===== src/rtl/hit_tracker.sv =====
// hit_tracker
//   Collision bookkeeping for the alien/missile game. During PLAY, every pixel
//   where a live alien sprite and any missile sprite are both drawn marks that
//   alien as hit and the missiles drawn there as spent. The marks gather in
//   pending sets for the whole frame. On frame_tick the pending sets are
//   committed in one blanking cycle (COMMIT): hit aliens die, spent missiles
//   get a one-cycle missle_clear pulse, and the score counts the kills.
//   Killing the last alien ends in WON. Aliens landing while in PLAY end in LOST.
//
// Optional feature:
//   HIT_TRACKER_SCORE_EN - when defined, a saturating kill counter drives
//                          score. When undefined, score is tied to zero.
//
// Ports:
//   vga_clk_i     in   pixel clock, the only clock
//   vga_rst_i     in   synchronous reset, active low
//   alien_active  in   [NUM_ALIENS]  alien sprite coverage of the current pixel
//   missle_active in   [NUM_MISSLES] missile sprite coverage of the current pixel
//   frame_tick    in   one-cycle pulse at start of vertical blanking
//   landed        in   aliens reached the player row
//   restart       in   one-cycle pulse requesting a new game
//   alien_alive   out  [NUM_ALIENS]  registered alive mask
//   missle_clear  out  [NUM_MISSLES] one-cycle pulse retiring missiles that hit
//   score         out  [SCORE_W]     registered kill count
//   winner        out  high while in WON
//   loser         out  high while in LOST
module hit_tracker #(
  parameter int NUM_ALIENS  = 5,
  parameter int NUM_MISSLES = 8,
  parameter int SCORE_W     = 8
) (
  input  logic                   vga_clk_i,
  input  logic                   vga_rst_i,
  input  logic [NUM_ALIENS-1:0]  alien_active,
  input  logic [NUM_MISSLES-1:0] missle_active,
  input  logic                   frame_tick,
  input  logic                   landed,
  input  logic                   restart,
  output logic [NUM_ALIENS-1:0]  alien_alive,
  output logic [NUM_MISSLES-1:0] missle_clear,
  output logic [SCORE_W-1:0]     score,
  output logic                   winner,
  output logic                   loser
);

  typedef enum logic [1:0] {PLAY, COMMIT, WON, LOST} state_t;

  state_t                 state, state_d;
  logic [NUM_ALIENS-1:0]  pend_hit, pend_hit_d;
  logic [NUM_MISSLES-1:0] pend_miss, pend_miss_d;
  logic [NUM_ALIENS-1:0]  alive_d;
  logic [NUM_MISSLES-1:0] clear_d;
  logic [NUM_ALIENS-1:0]  live_cover;

  // Only aliens that are still alive can be hit; dead sprites are not drawn.
  assign live_cover = alien_active & alien_alive;

  // Next-state and next-value logic. Restart beats everything except reset.
  // A landing seen in PLAY throws away the frame's pending hits, and it wins
  // over a frame_tick in the same cycle. COMMIT ignores all collision inputs
  // because the screen is blanked.
  always_comb begin
    state_d     = state;
    alive_d     = alien_alive;
    pend_hit_d  = pend_hit;
    pend_miss_d = pend_miss;
    clear_d     = '0;
    if (restart) begin
      state_d     = PLAY;
      alive_d     = '1;
      pend_hit_d  = '0;
      pend_miss_d = '0;
    end else begin
      case (state)
        PLAY: begin
          if (landed) begin
            state_d     = LOST;
            pend_hit_d  = '0;
            pend_miss_d = '0;
          end else begin
            pend_hit_d  = pend_hit | (live_cover & {NUM_ALIENS{|missle_active}});
            pend_miss_d = pend_miss | (missle_active & {NUM_MISSLES{|live_cover}});
            if (frame_tick) begin
              state_d = COMMIT;
            end
          end
        end
        COMMIT: begin
          alive_d     = alien_alive & ~pend_hit;
          clear_d     = pend_miss;
          pend_hit_d  = '0;
          pend_miss_d = '0;
          state_d     = (alive_d == '0) ? WON : PLAY;
        end
        default: begin
          state_d = state;
        end
      endcase
    end
  end

  // State and output registers. winner/loser come from the next state, so
  // they line up exactly with the state register.
  always_ff @(posedge vga_clk_i) begin
    if (!vga_rst_i) begin
      state        <= PLAY;
      alien_alive  <= '1;
      pend_hit     <= '0;
      pend_miss    <= '0;
      missle_clear <= '0;
      winner       <= 1'b0;
      loser        <= 1'b0;
    end else begin
      state        <= state_d;
      alien_alive  <= alive_d;
      pend_hit     <= pend_hit_d;
      pend_miss    <= pend_miss_d;
      missle_clear <= clear_d;
      winner       <= (state_d == WON);
      loser        <= (state_d == LOST);
    end
  end

`ifdef HIT_TRACKER_SCORE_EN
  localparam int CNT_W = $clog2(NUM_ALIENS + 1);
  localparam int SUM_W = ((SCORE_W > CNT_W) ? SCORE_W : CNT_W) + 1;

  logic [CNT_W-1:0]   hit_count;
  logic [SUM_W-1:0]   score_sum;
  logic [SCORE_W-1:0] score_q, score_d;

  // Kills in this commit, added with one spare bit so the sum can be clamped
  // at the top of the counter range rather than wrapping back to zero.
  always_comb begin
    hit_count = '0;
    for (int i = 0; i < NUM_ALIENS; i++) begin
      hit_count = hit_count + CNT_W'(pend_hit[i]);
    end
    score_sum = SUM_W'(score_q) + SUM_W'(hit_count);
    score_d   = score_q;
    if (restart) begin
      score_d = '0;
    end else if (state == COMMIT) begin
      if (score_sum > SUM_W'({SCORE_W{1'b1}})) begin
        score_d = '1;
      end else begin
        score_d = score_sum[SCORE_W-1:0];
      end
    end
  end

  always_ff @(posedge vga_clk_i) begin
    if (!vga_rst_i) begin
      score_q <= '0;
    end else begin
      score_q <= score_d;
    end
  end

  assign score = score_q;
`else
  assign score = '0;
`endif

endmodule


===== config.mk =====
export PLATFORM = sky130hd
export DESIGN_NAME = hit_tracker
export DESIGN_NICKNAME = d
export VERILOG_FILES = /design/src/rtl/hit_tracker.sv
export SDC_FILE = /design/constraint.sdc
export NUM_CORES = 1
export LEC_CHECK = 0
export BUFFER_PORTS_ARGS = -buffer_cell sky130_fd_sc_hd__buf_2
export CORE_UTILIZATION = 43
export CTS_BUF_LIST = sky130_fd_sc_hd__clkbuf_8
export CTS_CLUSTER_SIZE = 24
export DETAILED_ROUTE_END_ITERATION = 6
export HOLD_SLACK_MARGIN = 0.05
export PLACE_DENSITY_LB_ADDON = 0.05
export SLEW_MARGIN = 20
export SYNTH_ARGS = -nofsm -noshare
export SYNTH_HDL_FRONTEND = slang
export SYNTH_SLANG_ARGS = --single-unit

===== constraint.sdc =====
create_clock -name vga_clk_i -period 2.1 [get_ports vga_clk_i]
set_input_delay 0.63 -clock vga_clk_i [delete_from_list [all_inputs] [get_ports vga_clk_i]]
set_output_delay 0.63 -clock vga_clk_i [all_outputs]
set_load 0.01 [all_outputs]

==> results_tabular.tex, run 1 <==
\begin{tabular}{lr}
\hline
Metric & Value \\
\hline
\multicolumn{2}{l}{\textbf{Timing}} \\
\quad Worst clock skew on the final layout & 3.93 ps \\
\quad Maximum achievable frequency & 667 MHz \\
\quad Unrepaired setup endpoints after global routing & false \\
\quad Final worst path period share & 0.714 \\
\quad Shortest clock period the worst path allows after layout & 1500 ps \\
\quad Final setup margin & 601 ps \\
\quad Final setup TNS & 0 ps \\
\quad Finish-stage setup viols & 0 \\
\quad Total count of hold-check failures in the final report & 0 \\
\quad Count of pins over their slew limit & 0 \\
\multicolumn{2}{l}{\textbf{GRT}} \\
\quad Antenna violations before repair & 0 \\
\quad Overall track demand over capacity in global routing & 0.193 \\
\quad Overflow left after global routing & 0 \\
\quad Maximum number of pins on one net before global-route repair & 16 \\
\quad Number of global-route vias before repair & 805 \\
\quad Global-route wire length before repair & 3650 um \\
\multicolumn{2}{l}{\textbf{Final layout}} \\
\quad Net count of the finished layout & 173 \\
\quad Antenna diode count & 0 \\
\quad Number of standard cells in the layout, taps in and fillers out & 185 \\
\quad Final core utilization & 0.550 \\
\quad Proportion of layout cells with a drive suffix above 1 & 0.271 \\
\quad Area growth from synthesis to layout & 21.4\% \\
\quad Filler Cells Inserted & 244 \\
\multicolumn{2}{l}{\textbf{Hold path}} \\
\quad Tightest Hold Check Type & reg2reg \\
\quad Hold path cells & 2 \\
\multicolumn{2}{l}{\textbf{Pwr}} \\
\quad Total power & 1.10 mW \\
\quad Leakage Power & 0.643 nW \\
\quad Worst supply voltage drop on vdd & 0.521 mV \\
\quad Power density relative to cell area & 811 mW/mm\^{}2 \\
\multicolumn{2}{l}{\textbf{Logic synthesis}} \\
\quad Average instance area after synthesis & 9.43 sq um \\
\quad Mapped Cells & 118 \\
\quad Synthesis Warnings & 0 \\
\quad Fraction of the yosys area taken by sequential cells & 0.540 \\
\quad Register bit count reported by yosys & 30 \\
\quad Cell type with the highest aggregate area in the netlist & dfxtp\_1 \\
\quad Post-synth design cell area & 0.00111 sq mm \\
\quad Number of distinct standard cells referenced by the synthesized netlist & 23 \\
\quad Synth top area share & 0.540 \\
\quad Main area contributors after synthesis & dfxtp\_1 (54\%), nand2\_1 (6.7\%), buf\_4 (5.4\%) \\
\multicolumn{2}{l}{\textbf{CTS}} \\
\quad CTS Hold Buffers Added & 0 \\
\quad Number of clock sinks & 30 \\
\quad Root Buffer & clkbuf\_8 \\
\quad CTS max path bufs & 2 \\
\quad H-tree level count & 2 \\
\quad Clock slew at the register clock pins of the worst setup and hold paths & 60 ps \\
\quad Number of gates resized after cts & 0 \\
\quad Cts bufs inserted & 5 \\
\quad CTS tree & built \\
\quad Number of buffers inserted to repair setup after CTS & 0 \\
\quad Clock latency on the worst-skew pair & 280 ps \\
\multicolumn{2}{l}{\textbf{Placement}} \\
\quad Cell count after placement & 178 \\
\quad Placer congestion estimate & 0.754 \\
\quad Worst slack at placement & 335 ps \\
\quad HPWL after detailed placement & 1610 um \\
\quad IO Port Bufs & 32 \\
\multicolumn{2}{l}{\textbf{Die}} \\
\quad Starting utilization of the core area & 0.453 \\
\quad Die Span X & 52.9 um \\
\quad Top-Level Pins & 41 \\
\quad Core ar. & 0.00245 sq mm \\
\quad Y dimension of the die & 52.9 um \\
\quad \# rows & 18 \\
\quad Die Outline Area & 0.00279 sq mm \\
\multicolumn{2}{l}{\textbf{Job}} \\
\quad Count of maximum capacitance violations & 0 \\
\multicolumn{2}{l}{\textbf{Outcome}} \\
\quad Result of the run & completed \\
\multicolumn{2}{l}{\textbf{Route}} \\
\quad Highest Signal Layer & met4 \\
\quad Remaining antenna violation count after routing & 0 \\
\quad Number of vias per cell after detailed routing & 5.05 \\
\quad Met3 routed wirelength & 144 um \\
\quad Number of vias in the routed layout & 935 \\
\quad Number of DRC violations after detailed-routing iteration 0 & 31 \\
\quad Iteration count of the initial detailed-routing pass & 4 \\
\quad Post-route DRC violation count & 0 \\
\quad Average wire length per cell after detail routing & 12.3 um \\
\quad Routed length on met2 & 1030 um \\
\quad Total routed wire length on the met1 layer & 1070 um \\
\quad Wire length reported by the detailed router & 2280 um \\
\multicolumn{2}{l}{\textbf{Critical path}} \\
\quad Critical setup path kind & reg2reg \\
\quad Maximum fanout count along the critical path & 15 \\
\quad Crit start category & flop \\
\quad Logic depth of the worst register-to-register path & 4 \\
\quad Data required time at the worst endpoint & 2280 ps \\
\quad Crit. End Element & flop \\
\quad Arrival @ worst endpoint & 1680 ps \\
\hline
\end{tabular}
## Yosys cell counts, drive strengths merged
| library cell | number |
|---|---|
| nor3 | 1 |
| a32o | 4 |
| and3 | 10 |
| a222oi | 1 |
| nand2 | 20 |
| conb | 1 |
| nand4 | 1 |
| o31ai | 1 |
| nor2b | 6 |
| nand2b | 1 |
| and2b | 2 |
| inv | 1 |
| dfxtp | 30 |
| o21ai | 3 |
| a22oi | 1 |
| nor4 | 2 |
| and2 | 3 |
| buf | 10 |
| a31oi | 8 |
| nor2 | 10 |
| a21oi | 2 |
## metal layers
metal | up-vias | GRT usage
met5 | - | 0
met4 | 0 | 0.132
met3 | 7 | 0.0603
met2 | 27 | 0.302
met1 | 433 | 0.224
li1 | 468 | -
## cells by family after synthesis
| family | synth area share |
|---|---|
| buffers and inverters | 0.0664 |
| and+or+nand+nor | 0.264 |
| AOI/OAI and AO/OA | 0.126 |
| DFF | 0.540 |
| other | 0.00337 |
## worst paths after layout
path	from	end	slack (ps)
min	pend_miss[1]	pend_miss[1]	460
max	state[1]	winner	600
min reg2reg	pend_miss[1]	pend_miss[1]	460
max reg2reg	state[1]	winner	600
## registers in the layout (all words and copies together) (netlist names)
register,cells
alien_alive,5
loser,1
missle_clear,8
pend_hit,5
pend_miss,8
state,2
winner,1
## placed cells by master, fill, tap and decap left out, types with 2 or more instances in the layout
cell and n:
a21oi_1 2, a31oi_1 8, a32o_1 4, and2_1 3, and2b_1 2, and3_1 9
buf_2 32, clkbuf_8 5, conb_1 8, dfxtp_1 30, inv_1 2, nand2_1 20
nor2_1 10, nor2b_1 6, nor4_2 2, o21ai_0 3
## area by class of cell
class                      instances  area [sq um]  area share
sequential                        30           601       0.445
multi-input combinational         84           464       0.344
timing repair buffer              33           168       0.124
clock buffer                       5          68.8      0.0510
tap                               30          37.5      0.0278
clock inverter                     2          7.51     0.00556
inverter                           1          3.75     0.00278
## metrics by stage
step           hold WS, ps  instance area (sq um)
6_report               464                   1350
5_1_grt                497                   1350
4_1_cts                469                   1350
3_5_place_dp           458                   1270
3_3_place_gp           440                   1270
2_1_floorplan          429                   1140
## report_power, final
part           switching [mW]  leakage [nW]  total (mW)  internal (mW)
Combinational          0.0517         0.353      0.0877         0.0360
Sequential            0.00826         0.243       0.591          0.583
Clock                   0.199        0.0466       0.417          0.218
## worst max-delay path: stages, from the launching register on
cell and delay, ps:
dfxtp_1 350, and2b_1 510, o21ai_0 150, and3_1 230, and2b_1 150
Power figures use the tool's default switching activity.
==> inputs of run 2 (changes only) <==
- clock period: 2.1 -> 1.37 ns (I/O delays scaled with it)
==> run 2 against run 1 <==
Flip-flop and latch count unchanged. Non-clock buffer count up 12. Sequential power up 53%. Die area unchanged. Critical endpoint is now alien_alive[4]. Largest power group unchanged.
==> results_tabular.tex, run 2 (synthesis results as in run 1) <==
\begin{tabular}{lr}
\hline
Metric & Value \\
\hline
\multicolumn{2}{l}{\textbf{GRT}} \\
\quad Number of global-route vias before repair & 881 (was 805) \\
\quad Antenna violations before repair & 0 (unchanged) \\
\quad Global-route wire length before repair & 3800 um (was 3650 um) \\
\quad Maximum number of pins on one net before global-route repair & 10 (was 16) \\
\quad Overflow left after global routing & 0 (unchanged) \\
\quad Overall track demand over capacity in global routing & 0.197 (was 0.193) \\
\multicolumn{2}{l}{\textbf{CTS}} \\
\quad Number of clock sinks & 30 (unchanged) \\
\quad Clock latency on the worst-skew pair & 270 ps (was 280 ps) \\
\quad Number of buffers inserted to repair setup after CTS & 0 (unchanged) \\
\quad H-tree level count & 2 (unchanged) \\
\quad Clock slew at the register clock pins of the worst setup and hold paths & 60 ps (about the same) \\
\quad CTS Hold Buffers Added & 0 (unchanged) \\
\quad CTS tree & built (unchanged) \\
\quad Cts bufs inserted & 5 (unchanged) \\
\quad CTS max path bufs & 2 (unchanged) \\
\quad Root Buffer & clkbuf\_8 (unchanged) \\
\multicolumn{2}{l}{\textbf{Critical path}} \\
\quad Arrival @ worst endpoint & 870 ps (was 1680 ps) \\
\quad Data required time at the worst endpoint & 960 ps (was 2280 ps) \\
\quad Critical setup path kind & reg2out (was reg2reg) \\
\quad Maximum fanout count along the critical path & 4 (was 15) \\
\quad Crit. End Element & primary output (was flop) \\
\quad Crit start category & flop (unchanged) \\
\quad Logic depth of the worst register-to-register path & 4 (unchanged) \\
\multicolumn{2}{l}{\textbf{Hold path}} \\
\quad Tightest Hold Check Type & in2reg (was reg2reg) \\
\quad Hold path cells & 2 (unchanged) \\
\multicolumn{2}{l}{\textbf{Die}} \\
\quad Core ar. & 0.00245 sq mm (unchanged) \\
\quad Die Span X & 52.9 um (unchanged) \\
\quad Starting utilization of the core area & 0.453 (unchanged) \\
\quad Y dimension of the die & 52.9 um (unchanged) \\
\quad \# rows & 18 (unchanged) \\
\quad Die Outline Area & 0.00279 sq mm (unchanged) \\
\quad Top-Level Pins & 41 (unchanged) \\
\multicolumn{2}{l}{\textbf{Timing}} \\
\quad Total count of hold-check failures in the final report & 0 (unchanged) \\
\quad Final worst path period share & 0.933 \\
\quad Shortest clock period the worst path allows after layout & 1280 ps \\
\quad Worst hold margin & 365 ps (was 464 ps) \\
\quad Unrepaired setup endpoints after global routing & false (unchanged) \\
\quad Count of pins over their slew limit & 0 (unchanged) \\
\quad Worst clock skew on the final layout & 3.36 ps (was 3.93 ps) \\
\quad Finish-stage setup viols & 0 (unchanged) \\
\quad Maximum achievable frequency & 783 MHz \\
\multicolumn{2}{l}{\textbf{Placement}} \\
\quad Placer congestion estimate & 0.758 (was 0.754) \\
\quad IO Port Bufs & 32 (unchanged) \\
\quad Placed cell areas & 0.00136 sq mm (was 0.00127 sq mm) \\
\quad HPWL after detailed placement & 1780 um (was 1610 um) \\
\multicolumn{2}{l}{\textbf{Final layout}} \\
\quad Fin area & 0.00144 sq mm (was 0.00135 sq mm) \\
\quad Net count of the finished layout & 185 (was 173) \\
\quad Commonest non-fill, non-tap cells in the layout & buf\_2 (32), dfxtp\_1 (30), nand2\_1 (19) (was buf\_2 (32), dfxtp\_1 (30), nand2\_1 (20)) \\
\quad Area growth from synthesis to layout & 29.7\% (was 21.4\%) \\
\quad Antenna diode count & 0 (unchanged) \\
\quad Filler Cells Inserted & 231 (was 244) \\
\quad Most frequent standard cell in the layout excluding fill and tap cells & buf\_2 (unchanged) \\
\quad Top flop regs & missle\_clear x8, pend\_miss x8 (unchanged) \\
\quad Proportion of layout cells with a drive suffix above 1 & 0.329 (was 0.271) \\
\quad Final core utilization & 0.588 (was 0.550) \\
\multicolumn{2}{l}{\textbf{Route}} \\
\quad Remaining antenna violation count after routing & 0 (unchanged) \\
\quad Wire length reported by the detailed router & 2350 um (was 2280 um) \\
\quad Number of vias in the routed layout & 962 (was 935) \\
\quad Iteration count of the initial detailed-routing pass & 4 (unchanged) \\
\quad Number of DRC violations after detailed-routing iteration 0 & 24 (was 31) \\
\quad Average wire length per cell after detail routing & 11.9 um (was 12.3 um) \\
\quad Post-route DRC violation count & 0 (unchanged) \\
\quad Number of vias per cell after detailed routing & 4.88 (was 5.05) \\
\multicolumn{2}{l}{\textbf{Pwr}} \\
\quad Total power & 1.70 mW (was 1.10 mW) \\
\quad Power density relative to cell area & 1180 mW/mm\^{}2 (was 811 mW/mm\^{}2) \\
\quad Leakage Power & 0.700 nW (was 0.643 nW) \\
\quad Worst supply voltage drop on vdd & 0.717 mV (was 0.521 mV) \\
\multicolumn{2}{l}{\textbf{Outcome}} \\
\quad Result of the run & completed (unchanged) \\
\multicolumn{2}{l}{\textbf{Job}} \\
\quad Count of maximum capacitance violations & 0 (unchanged) \\
\hline
\end{tabular}
[run 2: cell types whose count changed in the layout (fill, tap and decap cells not counted)]
cell,delta
buf_4,+12
nand2_1,-1
nand2_2,+1
[run 2: power by group]
part           internal, mW  switching (mW)  total (mW)
combinational        0.0739          0.0832       0.157
clock                 0.333           0.298       0.632
sequential            0.893          0.0131       0.906
[run 2: repair_timing]
item,4_1_cts,5_1_grt
endpoints found under the setup margin,0,6
resized for setup,0,1
endpoints found under the hold margin,0,0
[run 2: worst max-delay path: stages, from the launching register on]
cell     delay [ps]
dfxtp_1         340
buf_4           130
buf_2           120
[run 2: final timing paths]
| kind | startpoint | endpoint | slack [ps] |
|---|---|---|---|
| setup / recovery | alien_alive[4] | alien_alive[4] | 90 |
| hold / removal | vga_rst_i | state[0] | 360 |
| setup reg to reg | alien_alive[0] | pend_miss[2] | 120 |
| hold reg to reg | pend_miss[7] | pend_miss[7] | 460 |
[run 2: layout make-up]
class	count	area (sq um)	area share
Sequential cell	30	601	0.416
Tap cell	30	37.5	0.0260
Clock buffer	5	68.8	0.0477
Inverter	1	3.75	0.00260
Clock inverter	2	7.51	0.00520
Timing Repair Buffer	45	258	0.179
Multi-Input combinational cell	84	467	0.324
[run 2: through the flow]
step,setup slack (ps),instances,TNS (ps)
final,92.1,197,0
after CTS,76.1,197,0
after global placement,-118,190,-1370
after global routing,14.8,197,0
after floorplan,92.1,125,0
after detailed placement,-145,190,-1520
[run 2: routing by layer]
| layer | routed length [um] | share of wire | vias to the layer above | global-route usage |
|---|---|---|---|---|
| li1 | - | - | 494 | - |
| met1 | 1070 | 0.45 | 437 | 0.233 |
| met2 | 1140 | 0.49 | 31 | 0.302 |
| met3 | 138 | 0.059 | 0 | 0.0862 |
| met4 | 0 | 0 | 0 | 0.0921 |
| met5 | 0 | 0 | - | 0 |
